===== src/rtl/iram_loader_if.sv =====
// ---------------------------------------------------------------------------
// iram_loader_if
//
// Purpose: bundles every signal between the program loader and its
// surroundings. These are the UART FIFOs, the micro's IRAM write port, the
// processor hold line, the start tick and the status flags. Clock and reset
// are not in the bundle; they stay plain ports on the loader.
//
// Modports:
//   master - the loader: samples start/rx_empty/r_data/tx_full and drives
//            everything else
//   slave  - the environment (UART FIFOs, micro, top level)
//
// Signals:
//   start     one-cycle tick that begins or restarts a load
//   rx_empty  UART RX FIFO empty
//   r_data    UART RX FIFO head byte
//   rd_uart   one-cycle pop of the RX FIFO
//   tx_full   UART TX FIFO full
//   wr_uart   one-cycle push to the TX FIFO
//   w_data    status byte pushed with wr_uart
//   iram_wa   IRAM write address
//   iram_wen  IRAM write enable, one cycle per word
//   iram_din  IRAM write data
//   cpu_hold  micro reset; 1 holds the processor
//   busy      load in progress
//   done      load finished (sticky)
//   error     load failed (sticky)
// ---------------------------------------------------------------------------
interface iram_loader_if #(
   parameter int WIDTH          = 16,
   parameter int IRAM_ADDR_BITS = 8
);
   logic                      start;
   logic                      rx_empty;
   logic [7:0]                r_data;
   logic                      rd_uart;
   logic                      tx_full;
   logic                      wr_uart;
   logic [7:0]                w_data;
   logic [IRAM_ADDR_BITS-1:0] iram_wa;
   logic                      iram_wen;
   logic [WIDTH-1:0]          iram_din;
   logic                      cpu_hold;
   logic                      busy;
   logic                      done;
   logic                      error;

   modport master (
      input  start, rx_empty, r_data, tx_full,
      output rd_uart, wr_uart, w_data, iram_wa, iram_wen, iram_din,
             cpu_hold, busy, done, error
   );

   modport slave (
      output start, rx_empty, r_data, tx_full,
      input  rd_uart, wr_uart, w_data, iram_wa, iram_wen, iram_din,
             cpu_hold, busy, done, error
   );
endinterface


===== src/rtl/iram_loader.sv =====
// ---------------------------------------------------------------------------
// iram_loader
//
// Purpose: drains bytes from the UART RX FIFO and assembles them into
// instruction words, high byte first. Each word is written to consecutive
// IRAM addresses. The micro is held in reset while a load is in progress.
// When the load ends, a one-byte status is pushed into the UART TX FIFO:
// 'K' (0x4B) on success, 'E' (0x45) on failure.
//
// Ports:
//   clk    system clock, shared with the UART FIFOs and the micro
//   reset  synchronous, active-high; clears all state on the next edge
//   bus    iram_loader_if.master (FIFO handshakes, IRAM port, status flags)
//
// Parameters:
//   WIDTH           instruction word width (two bytes per word)
//   IRAM_ADDR_BITS  IRAM address width
//   WORDS           words per program image, 1..2**IRAM_ADDR_BITS
//
// Optional feature macro: LOADER_CHECKSUM_EN
//   When defined, a trailing checksum byte follows the image. This byte is
//   the modulo-256 sum of all data bytes. A mismatch sets error and keeps the
//   processor held. When undefined, no checksum byte is expected and error
//   never sets.
//
// All outputs come straight from flops.
// ---------------------------------------------------------------------------
module iram_loader #(
   parameter int WIDTH          = 16,
   parameter int IRAM_ADDR_BITS = 8,
   parameter int WORDS          = 24
) (
   input  logic         clk,
   input  logic         reset,
   iram_loader_if.master bus
);

   localparam logic [IRAM_ADDR_BITS:0] LAST_WORD = (IRAM_ADDR_BITS+1)'(WORDS - 1);
   localparam logic [7:0] STATUS_OK  = 8'h4B;
   localparam logic [7:0] STATUS_ERR = 8'h45;

   typedef enum logic [2:0] {
      IDLE,
      RX_HI,
      RX_LO,
      WRITE,
`ifdef LOADER_CHECKSUM_EN
      CHK,
`endif
      ACK,
      DONE
   } state_t;

   state_t                    r_state;
   logic                      r_settle;
   logic [7:0]                r_hiByte;
   logic [7:0]                r_loByte;
   logic [7:0]                r_sum;
   logic [IRAM_ADDR_BITS:0]   r_wordCount;

   logic                      r_rdUart;
   logic                      r_wrUart;
   logic [7:0]                r_wData;
   logic [IRAM_ADDR_BITS-1:0] r_iramWa;
   logic                      r_iramWen;
   logic [WIDTH-1:0]          r_iramDin;
   logic                      r_cpuHold;
   logic                      r_busy;
   logic                      r_done;
   logic                      r_error;

   // A byte can be taken only when the FIFO is non-empty and we are not in
   // the cycle right after a pop. In that cycle the FIFO head is still
   // updating.
   logic w_canFetch;
   assign w_canFetch = !bus.rx_empty && !r_settle;

   // Single registered FSM. start overrides every state, including the
   // pending-byte case, so a restart never loses the first byte of the new
   // image. Each receive state stays put through its own settle cycle and
   // only advances after it. This gives fetch+settle = 2 cycles per byte.
   always_ff @(posedge clk) begin
      if (reset) begin
         r_state     <= IDLE;
         r_settle    <= 1'b0;
         r_hiByte    <= 8'h00;
         r_loByte    <= 8'h00;
         r_sum       <= 8'h00;
         r_wordCount <= '0;
         r_rdUart    <= 1'b0;
         r_wrUart    <= 1'b0;
         r_wData     <= 8'h00;
         r_iramWa    <= '0;
         r_iramWen   <= 1'b0;
         r_iramDin   <= '0;
         r_cpuHold   <= 1'b1;
         r_busy      <= 1'b0;
         r_done      <= 1'b0;
         r_error     <= 1'b0;
      end else if (bus.start) begin
         r_state     <= RX_HI;
         r_settle    <= 1'b0;
         r_sum       <= 8'h00;
         r_wordCount <= '0;
         r_rdUart    <= 1'b0;
         r_wrUart    <= 1'b0;
         r_iramWa    <= '0;
         r_iramWen   <= 1'b0;
         r_cpuHold   <= 1'b1;
         r_busy      <= 1'b1;
         r_done      <= 1'b0;
         r_error     <= 1'b0;
      end else begin
         r_rdUart  <= 1'b0;
         r_wrUart  <= 1'b0;
         r_iramWen <= 1'b0;
         r_settle  <= 1'b0;

         case (r_state)
            IDLE: begin
               // Stale bytes are thrown away so they cannot leak into the
               // next image.
               r_cpuHold <= 1'b1;
               if (w_canFetch) begin
                  r_rdUart <= 1'b1;
                  r_settle <= 1'b1;
               end
            end

            RX_HI: begin
               if (r_settle) begin
                  r_state <= RX_LO;
               end else if (!bus.rx_empty) begin
                  r_hiByte <= bus.r_data;
                  r_sum    <= r_sum + bus.r_data;
                  r_rdUart <= 1'b1;
                  r_settle <= 1'b1;
               end
            end

            RX_LO: begin
               if (r_settle) begin
                  r_state <= WRITE;
               end else if (!bus.rx_empty) begin
                  r_loByte <= bus.r_data;
                  r_sum    <= r_sum + bus.r_data;
                  r_rdUart <= 1'b1;
                  r_settle <= 1'b1;
               end
            end

            WRITE: begin
               // The address and data registers keep their values after the
               // enable drops. The address therefore never moves past the
               // last word written.
               r_iramWen   <= 1'b1;
               r_iramWa    <= r_wordCount[IRAM_ADDR_BITS-1:0];
               r_iramDin   <= WIDTH'({r_hiByte, r_loByte});
               r_wordCount <= r_wordCount + 1'b1;
               if (r_wordCount == LAST_WORD) begin
`ifdef LOADER_CHECKSUM_EN
                  r_state <= CHK;
`else
                  r_state <= ACK;
`endif
               end else begin
                  r_state <= RX_HI;
               end
            end

`ifdef LOADER_CHECKSUM_EN
            CHK: begin
               // The checksum byte itself is not added to the sum.
               if (r_settle) begin
                  r_state <= ACK;
               end else if (!bus.rx_empty) begin
                  r_error  <= (bus.r_data != r_sum);
                  r_rdUart <= 1'b1;
                  r_settle <= 1'b1;
               end
            end
`endif

            ACK: begin
               if (!bus.tx_full) begin
                  r_wrUart <= 1'b1;
                  r_wData  <= r_error ? STATUS_ERR : STATUS_OK;
                  r_state  <= DONE;
                  r_busy   <= 1'b0;
                  r_done   <= 1'b1;
               end
            end

            DONE: begin
               // The processor is released only on a clean load.
               r_cpuHold <= r_error;
               if (w_canFetch) begin
                  r_rdUart <= 1'b1;
                  r_settle <= 1'b1;
               end
            end

            default: r_state <= IDLE;
         endcase
      end
   end

   assign bus.rd_uart  = r_rdUart;
   assign bus.wr_uart  = r_wrUart;
   assign bus.w_data   = r_wData;
   assign bus.iram_wa  = r_iramWa;
   assign bus.iram_wen = r_iramWen;
   assign bus.iram_din = r_iramDin;
   assign bus.cpu_hold = r_cpuHold;
   assign bus.busy     = r_busy;
   assign bus.done     = r_done;
   assign bus.error    = r_error;

endmodule

===== src/flat_wrapper.sv =====
// flat-port wrapper written by rule: the top's interface ports become plain ports
module iram_loader_flat 
#(
   parameter int WIDTH          = 16,
   parameter int IRAM_ADDR_BITS = 8,
   parameter int WORDS          = 24
)
  (clk, reset, bus_start, bus_rx_empty, bus_r_data, bus_tx_full, bus_rd_uart, bus_wr_uart, bus_w_data, bus_iram_wa, bus_iram_wen, bus_iram_din, bus_cpu_hold, bus_busy, bus_done, bus_error);
  iram_loader_if #(.WIDTH(WIDTH), .IRAM_ADDR_BITS(IRAM_ADDR_BITS)) bus_i ();
  input  logic clk;
  input  logic reset;
  input wire logic [$bits(bus_i.start)-1:0] bus_start;
  input wire logic [$bits(bus_i.rx_empty)-1:0] bus_rx_empty;
  input wire logic [$bits(bus_i.r_data)-1:0] bus_r_data;
  input wire logic [$bits(bus_i.tx_full)-1:0] bus_tx_full;
  output wire logic [$bits(bus_i.rd_uart)-1:0] bus_rd_uart;
  output wire logic [$bits(bus_i.wr_uart)-1:0] bus_wr_uart;
  output wire logic [$bits(bus_i.w_data)-1:0] bus_w_data;
  output wire logic [$bits(bus_i.iram_wa)-1:0] bus_iram_wa;
  output wire logic [$bits(bus_i.iram_wen)-1:0] bus_iram_wen;
  output wire logic [$bits(bus_i.iram_din)-1:0] bus_iram_din;
  output wire logic [$bits(bus_i.cpu_hold)-1:0] bus_cpu_hold;
  output wire logic [$bits(bus_i.busy)-1:0] bus_busy;
  output wire logic [$bits(bus_i.done)-1:0] bus_done;
  output wire logic [$bits(bus_i.error)-1:0] bus_error;
  assign bus_i.start = bus_start;
  assign bus_i.rx_empty = bus_rx_empty;
  assign bus_i.r_data = bus_r_data;
  assign bus_i.tx_full = bus_tx_full;
  assign bus_rd_uart = bus_i.rd_uart;
  assign bus_wr_uart = bus_i.wr_uart;
  assign bus_w_data = bus_i.w_data;
  assign bus_iram_wa = bus_i.iram_wa;
  assign bus_iram_wen = bus_i.iram_wen;
  assign bus_iram_din = bus_i.iram_din;
  assign bus_cpu_hold = bus_i.cpu_hold;
  assign bus_busy = bus_i.busy;
  assign bus_done = bus_i.done;
  assign bus_error = bus_i.error;
  iram_loader #(.WIDTH(WIDTH), .IRAM_ADDR_BITS(IRAM_ADDR_BITS), .WORDS(WORDS)) u_core (.clk(clk), .reset(reset), .bus(bus_i));
endmodule

===== config.mk =====
export PLATFORM = sky130hd
export DESIGN_NAME = iram_loader_flat
export DESIGN_NICKNAME = d
export VERILOG_FILES = /design/src/rtl/iram_loader_if.sv /design/src/rtl/iram_loader.sv /design/src/flat_wrapper.sv
export SDC_FILE = /design/constraint.sdc
export NUM_CORES = 1
export LEC_CHECK = 0
export BUFFER_PORTS_ARGS = -buffer_cell sky130_fd_sc_hd__buf_2
export CAP_MARGIN = 20
export CORE_ASPECT_RATIO = 0.9
export CORE_UTILIZATION = 50
export DETAILED_ROUTE_END_ITERATION = 8
export PLACE_DENSITY_LB_ADDON = 0.15
export SYNTH_ARGS = -nofsm -noshare
export SYNTH_HDL_FRONTEND = slang
export SYNTH_SLANG_ARGS = --single-unit
export TNS_END_PERCENT = 100

===== constraint.sdc =====
create_clock -name clk -period 3.6 [get_ports clk]
set_input_delay 0.54 -clock clk [delete_from_list [all_inputs] [get_ports clk]]
set_output_delay 0.54 -clock clk [all_outputs]
set_load 0.01 [all_outputs]

---- Word level (Yosys, flattened, before mapping) ----
Index checks and enable logic that the tools add are counted.
operators by class
  add/sub/neg operators ................... 1
  multiply operators ...................... 0
  divide/modulo/power cells ............... 0
  $lt $le $gt $ge ......................... 0
  equality and inequality tests ........... 14
  shifts and indexed selects .............. 0
  multiplexer cells ....................... 16
  bitwise logic cells ..................... 6
  reductions and logical operators ........ 18
operators with widths
  operator                                       count
  AND reduction 4 bit                            4
  one-hot mux 3 bit (5 select lines)             1
  2-to-1 mux 3 bit                               4
  adder 9 x 1 -> 9 bit, second input constant    1
  == test 9 x 5 -> 1 bit, second input constant  1
  2-to-1 mux 1 bit                               9
  == test 3 x 2 -> 1 bit, second input constant  2
  == test 3 bit, second input constant           2
  != test 2 x 1 -> 1 bit, second input constant  3
  != test 3 x 2 -> 1 bit, second input constant  2
  inverter 1 bit                                 6
  AND reduction 2 bit                            3
  OR reduction 2 bit                             3
  != test 2 bit, second input constant           2
  one-hot mux 1 bit (2 select lines)             2
  nonzero test 2 bit                             2
  == test 3 x 1 -> 1 bit, second input constant  1
  logical NOT 3 bit                              1
  != test 3 bit, second input constant           1
  AND reduction 3 bit                            1
  OR reduction 3 bit                             1
  logical NOT 1 bit                              2
  logical AND 1 bit                              1
storage, ports and cells
  bits in registers ....................... 59
  bits in latches ......................... 0
  RAM bits ................................ 0
  bits in read-only memories .............. 0
  bits of input ports ..................... 13
  word-level logic and storage cells ...... 69
  memories kept ........................... 0

---- Longest topological paths before layout ----
  depth after elaboration ................. 4
  mapped depth ............................ 6

---- Worst setup path before layout ----
No wires, ideal clock.
  kind .................................... input port to flip-flop
  start point ............................. in bus_start
  end point ............................... reg u_core.r_hiByte[0]
  setup time .............................. 0.132 ns
  data arrival time ....................... 1.608 ns
  data required time ...................... 3.468 ns
  path slack .............................. 1.860 ns
  stages on the path ...................... 6
  cells stage by stage .................... buf_6 or4_4 buf_6 buf_6 o21ai_0 a21oi_1
on the way
  cells in the longest elaborated chain, start to end .. 2
RTL lines
  element                        RTL line            RTL
  from (decl)                    flat_wrapper.sv:12  input wire logic [$bits(bus_i.start)-1:0] bus_start;
  inverter 1 bit (no line)       -
  AND reduction 4 bit (no line)  -
  to (signal assigned)           iram_loader.sv:134  r_hiByte <= bus.r_data;
  to (decl)                      iram_loader.sv:56   logic [7:0] r_hiByte;
No other way between the ends.
A chain may end at the register's enable or synchronous reset.

---- Worst setup path in the final report ----
  start point ............................. reg u_core.r_state[0]
  end point ............................... reg u_core.r_iramDin[10] (netlist: u_core.bus.iram_din[10])
on the way
  cells in the longest elaborated chain, start to end .. 2
RTL lines
  element                        RTL line            RTL
  from (decl)                    iram_loader.sv:54   state_t r_state;
  from (signal assigned)         iram_loader.sv:84   r_state <= IDLE;
  from (signal assigned)         iram_loader.sv:101  r_state <= RX_HI;
  from (signal assigned)         iram_loader.sv:132  r_state <= RX_LO;
  == test 3 x 2 -> 1 bit         iram_loader.sv:119  case (r_state)
  AND reduction 2 bit (no line)  -
  to (signal assigned)           iram_loader.sv:158  r_iramDin <= WIDTH'({r_hiByte, r_loByte});
  to (decl)                      iram_loader.sv:66   logic [WIDTH-1:0] r_iramDin;
No other way between the ends.

==> impl_metrics.json <==
{
  "start_util_pct": 53.27,
  "die_y_um": 68.24,
  "r2r_cells": 3,
  "path_clk_slew_ps": 60,
  "netlist_area_mm2": 0.002437,
  "yosys.area_share.adder_pct": 0.5133,
  "final_antenna_net_count": 0,
  "required_ps": 3790,
  "synth_top_area_share_pct": 48.46,
  "yosysWarnings": 0,
  "dieArea_mm2": 0.005158,
  "clockRootBuffer": "clkbuf_8",
  "cp_cell_sequence": "nand4bb_1 > nand2_1 > a21oi_1",
  "period_needed_ps": 1824,
  "synthSimpleGateAreaFrac_pct": 23.72,
  "track_usage_pct": 21.31,
  "drive_gt1_share_pct": 20.68,
  "worstReg2RegStart": "u_core.r_state[0]",
  "clock.fmax_mhz": 548.2,
  "num_io_pins": 52,
  "synth-compound-area-share_pct": 18.53,
  "synth-seq-cells": 59,
  "worst_ep_arrival_time_ps": 2010,
  "cpPeakStageDelay_ps": 670,
  "syn_inst": 290,
  "total_power_mw": 1.316,
  "cp-start-kind": "flop",
  "postCtsHoldBufs": 0,
  "ys_types": 39,
  "synthFlopType": "dfxtp_1",
  "slew_headroom_pct": 49.71,
  "fin_crit_sh_pct": 50.67,
  "antenna_cells": 0,
  "slew_violations": 0,
  "port_buffers": 46,
  "ff2ff_setup_slack_ps": 1780,
  "critical_path_buf_inv_count": 0,
  "synth_xor_area_share_pct": 0.3593,
  "synthMuxAreaShare_pct": 0,
  "drt_iter0_drc": 129,
  "routedWlPerCell_um": 12.96,
  "synth_top_family_by_area": "simple AND/OR/NAND/NOR gates",
  "fp-row-count": 23,
  "routed_via_density": 5.298,
  "grt_max_degree": 39,
  "path_delay_family": "simple AND/OR/NAND/NOR gates",
  "leakage_nw": 1.050,
  "synth_seq_area_share_pct": 48.46,
  "vias": 2045,
  "hpwl_um": 3297,
  "fillerInstances": 442,
  "startpoint": "u_core.r_state[0]",
  "die_w_um": 75.60,
  "nets": 335,
  "yosys.area.top_type": "dfxtp_1",
  "critPathMaxFanout": 17,
  "wl_um": 5003,
  "insertion_delay_ps": 330,
  "synth_top_cells_by_area": "dfxtp_1, a21oi_1, nand2_1",
  "core_area_mm2": 0.004576,
  "rsz0062_at_grt": "no",
  "min_from": "u_core.r_loByte[7]",
  "end_kind": "flop",
  "irDropWorstVdd_mv": 0.2940,
  "cts_setup_buffers": 0,
  "gr-total-overflow": 0,
  "clock_sinks": 59,
  "async_flop_share_pct": 0,
  "syn_area_per_cell_um2": 8.405,
  "status": "finished clean",
  "numCtsBuffers": 9,
  "area_delta_synth_final_pct": 13.66,
  "gp_congestion": 0.7881,
  "dpl_worst_slack_ps": 1690,
  "hp-class": "flop to flop",
  "setup_tns_ps": 0,
  "power_density_mw_per_mm2": 475.2,
  "hold_violations": 0,
  "cp_slowest_cell": "nand4bb_1",
  "multi_input_area_mm2": 0.001070,
  "postCtsResizedCells": 0,
  "min_to": "u_core.bus.iram_din[7]",
  "firstDrtPassIters": 4,
  "final-seq-area_mm2": 0.001181,
  "fin_ws_ps": 1776,
  "antenna_found_initial": 0,
  "finClkSkew_ps": 6.079,
  "grt_pass1_vias": 1737,
  "whs_path_depth": 2,
  "htree_levels": 3,
  "grt_pass1_wl_um": 7983,
  "worst_slew_pin_slew_ps": 748.8,
  "synth_edf_count": 0,
  "cts_tree": "yes",
  "drc": 0,
  "clockBufferDepth": 2,
  "crit_type": "flop to flop",
  "cap_violations": 0,
  "setup_viol": 0,
  "r2r-end": "u_core.bus.iram_din[10]"
}
==> worst max path at each step <==
stage / depth (start not counted) / end / slack (ps)
final: 3 / u_core.bus.iram_din[10] / 1780
after global routing: 3 / u_core.bus.iram_din[10] / 1600
after CTS: 3 / u_core.bus.iram_din[10] / 1740
after detailed placement: 4 / u_core.bus.iram_din[9] / 1690
after global placement: 4 / u_core.bus.iram_din[12] / 1670
after floorplan: 6 / u_core.r_hiByte[0] / 1860
==> metal layers <==
metal	share of wire, %	track usage [%]
met3	5.1	8.984
met4	1.5	8.333
met2	44	31.58
met1	50	27.38
met5	0	0
==> kinds of logic (layout without fill, tap and decap cells) <==
family / after synthesis / in the layout
AOI/OAI and AO/OA: 85 / 85
DFF: 59 / 59
xor gates and xnor gates: 1 / 1
other: 1 / 5
adders and majority gates: 1 / 1
buffers and inverters: 33 / 63
and+or+nand+nor: 110 / 110
==> placed cells by master (no fill, tap or decap), types with 2 or more instances in the layout <==
cell type  Yosys  layout
nand2_1       53      53
nor2b_1        2       2
a21o_1         2       2
o21ai_1        2       2
a211oi_1       2       2
nor3_1         2       2
nor2_1        12      12
nand4_1        2       2
clkbuf_8       0      12
o31ai_1        4       4
conb_1         1       5
or4_1          4       4
o21ai_0       20      20
buf_2          8      46
nand2b_1       3       3
nand3_1       16      16
inv_1          3       3
dfxtp_1       59      59
a21oi_1       53      53
or3_1          3       3
==> state kept, by name (all words and copies together), names as in the netlist <==
register and cells:
u_core.bus.busy 1, u_core.bus.cpu_hold 1, u_core.bus.done 1, u_core.bus.iram_din 16, u_core.bus.iram_wa 8, u_core.bus.iram_wen 1
u_core.bus.w_data 1, u_core.bus.wr_uart 1, u_core.r_hiByte 8, u_core.r_loByte 8, u_core.r_settle 1, u_core.r_state 3
u_core.r_wordCount 9
==> tightest hold or removal path, cell delays in order, from the launching register on <==
cell	delay (ps)
dfxtp_1	310
nand2_1	50
a21oi_1	50
==> final cells by class <==
type	instances	area share, %
clock inverters	2	1.265
multi-input cells	202	38.62
clock buffers	12	5.962
repair buffers	46	8.311
flip-flops and latches	59	42.64
inverters	3	0.4065
well taps	62	2.800
==> through the flow <==
step / hold WS [ps] / area, um^2 / std cells / utilization [%]
6_report: 448.1 / 2770 / 386 / 60.54
3_5_place_dp: 443.4 / 2570 / 372 / 56.17
2_1_floorplan: 428.4 / 2452 / 294 / -
4_1_cts: 450.9 / 2770 / 386 / 60.54
5_1_grt: 453.9 / 2770 / 386 / 60.54
3_3_place_gp: 439.9 / 2570 / 372 / 56.17
==> power by group <==
group	switching (mW)	internal, mW
Sequential	0.00572	0.657
Clock	0.242	0.367
Combinational	0.0315	0.0137
==> synth_stat cells, drive strengths merged, types with 3 or more instances <==
cell    instances
nand2b          4
nand2          53
o21ai          22
or3             3
nor2           12
inv             3
or4             5
dfxtp          59
a21oi          53
buf            21
clkbuf          9
o31ai           4
nand3          16
Note: power is estimated with default switching activity, not from simulation.
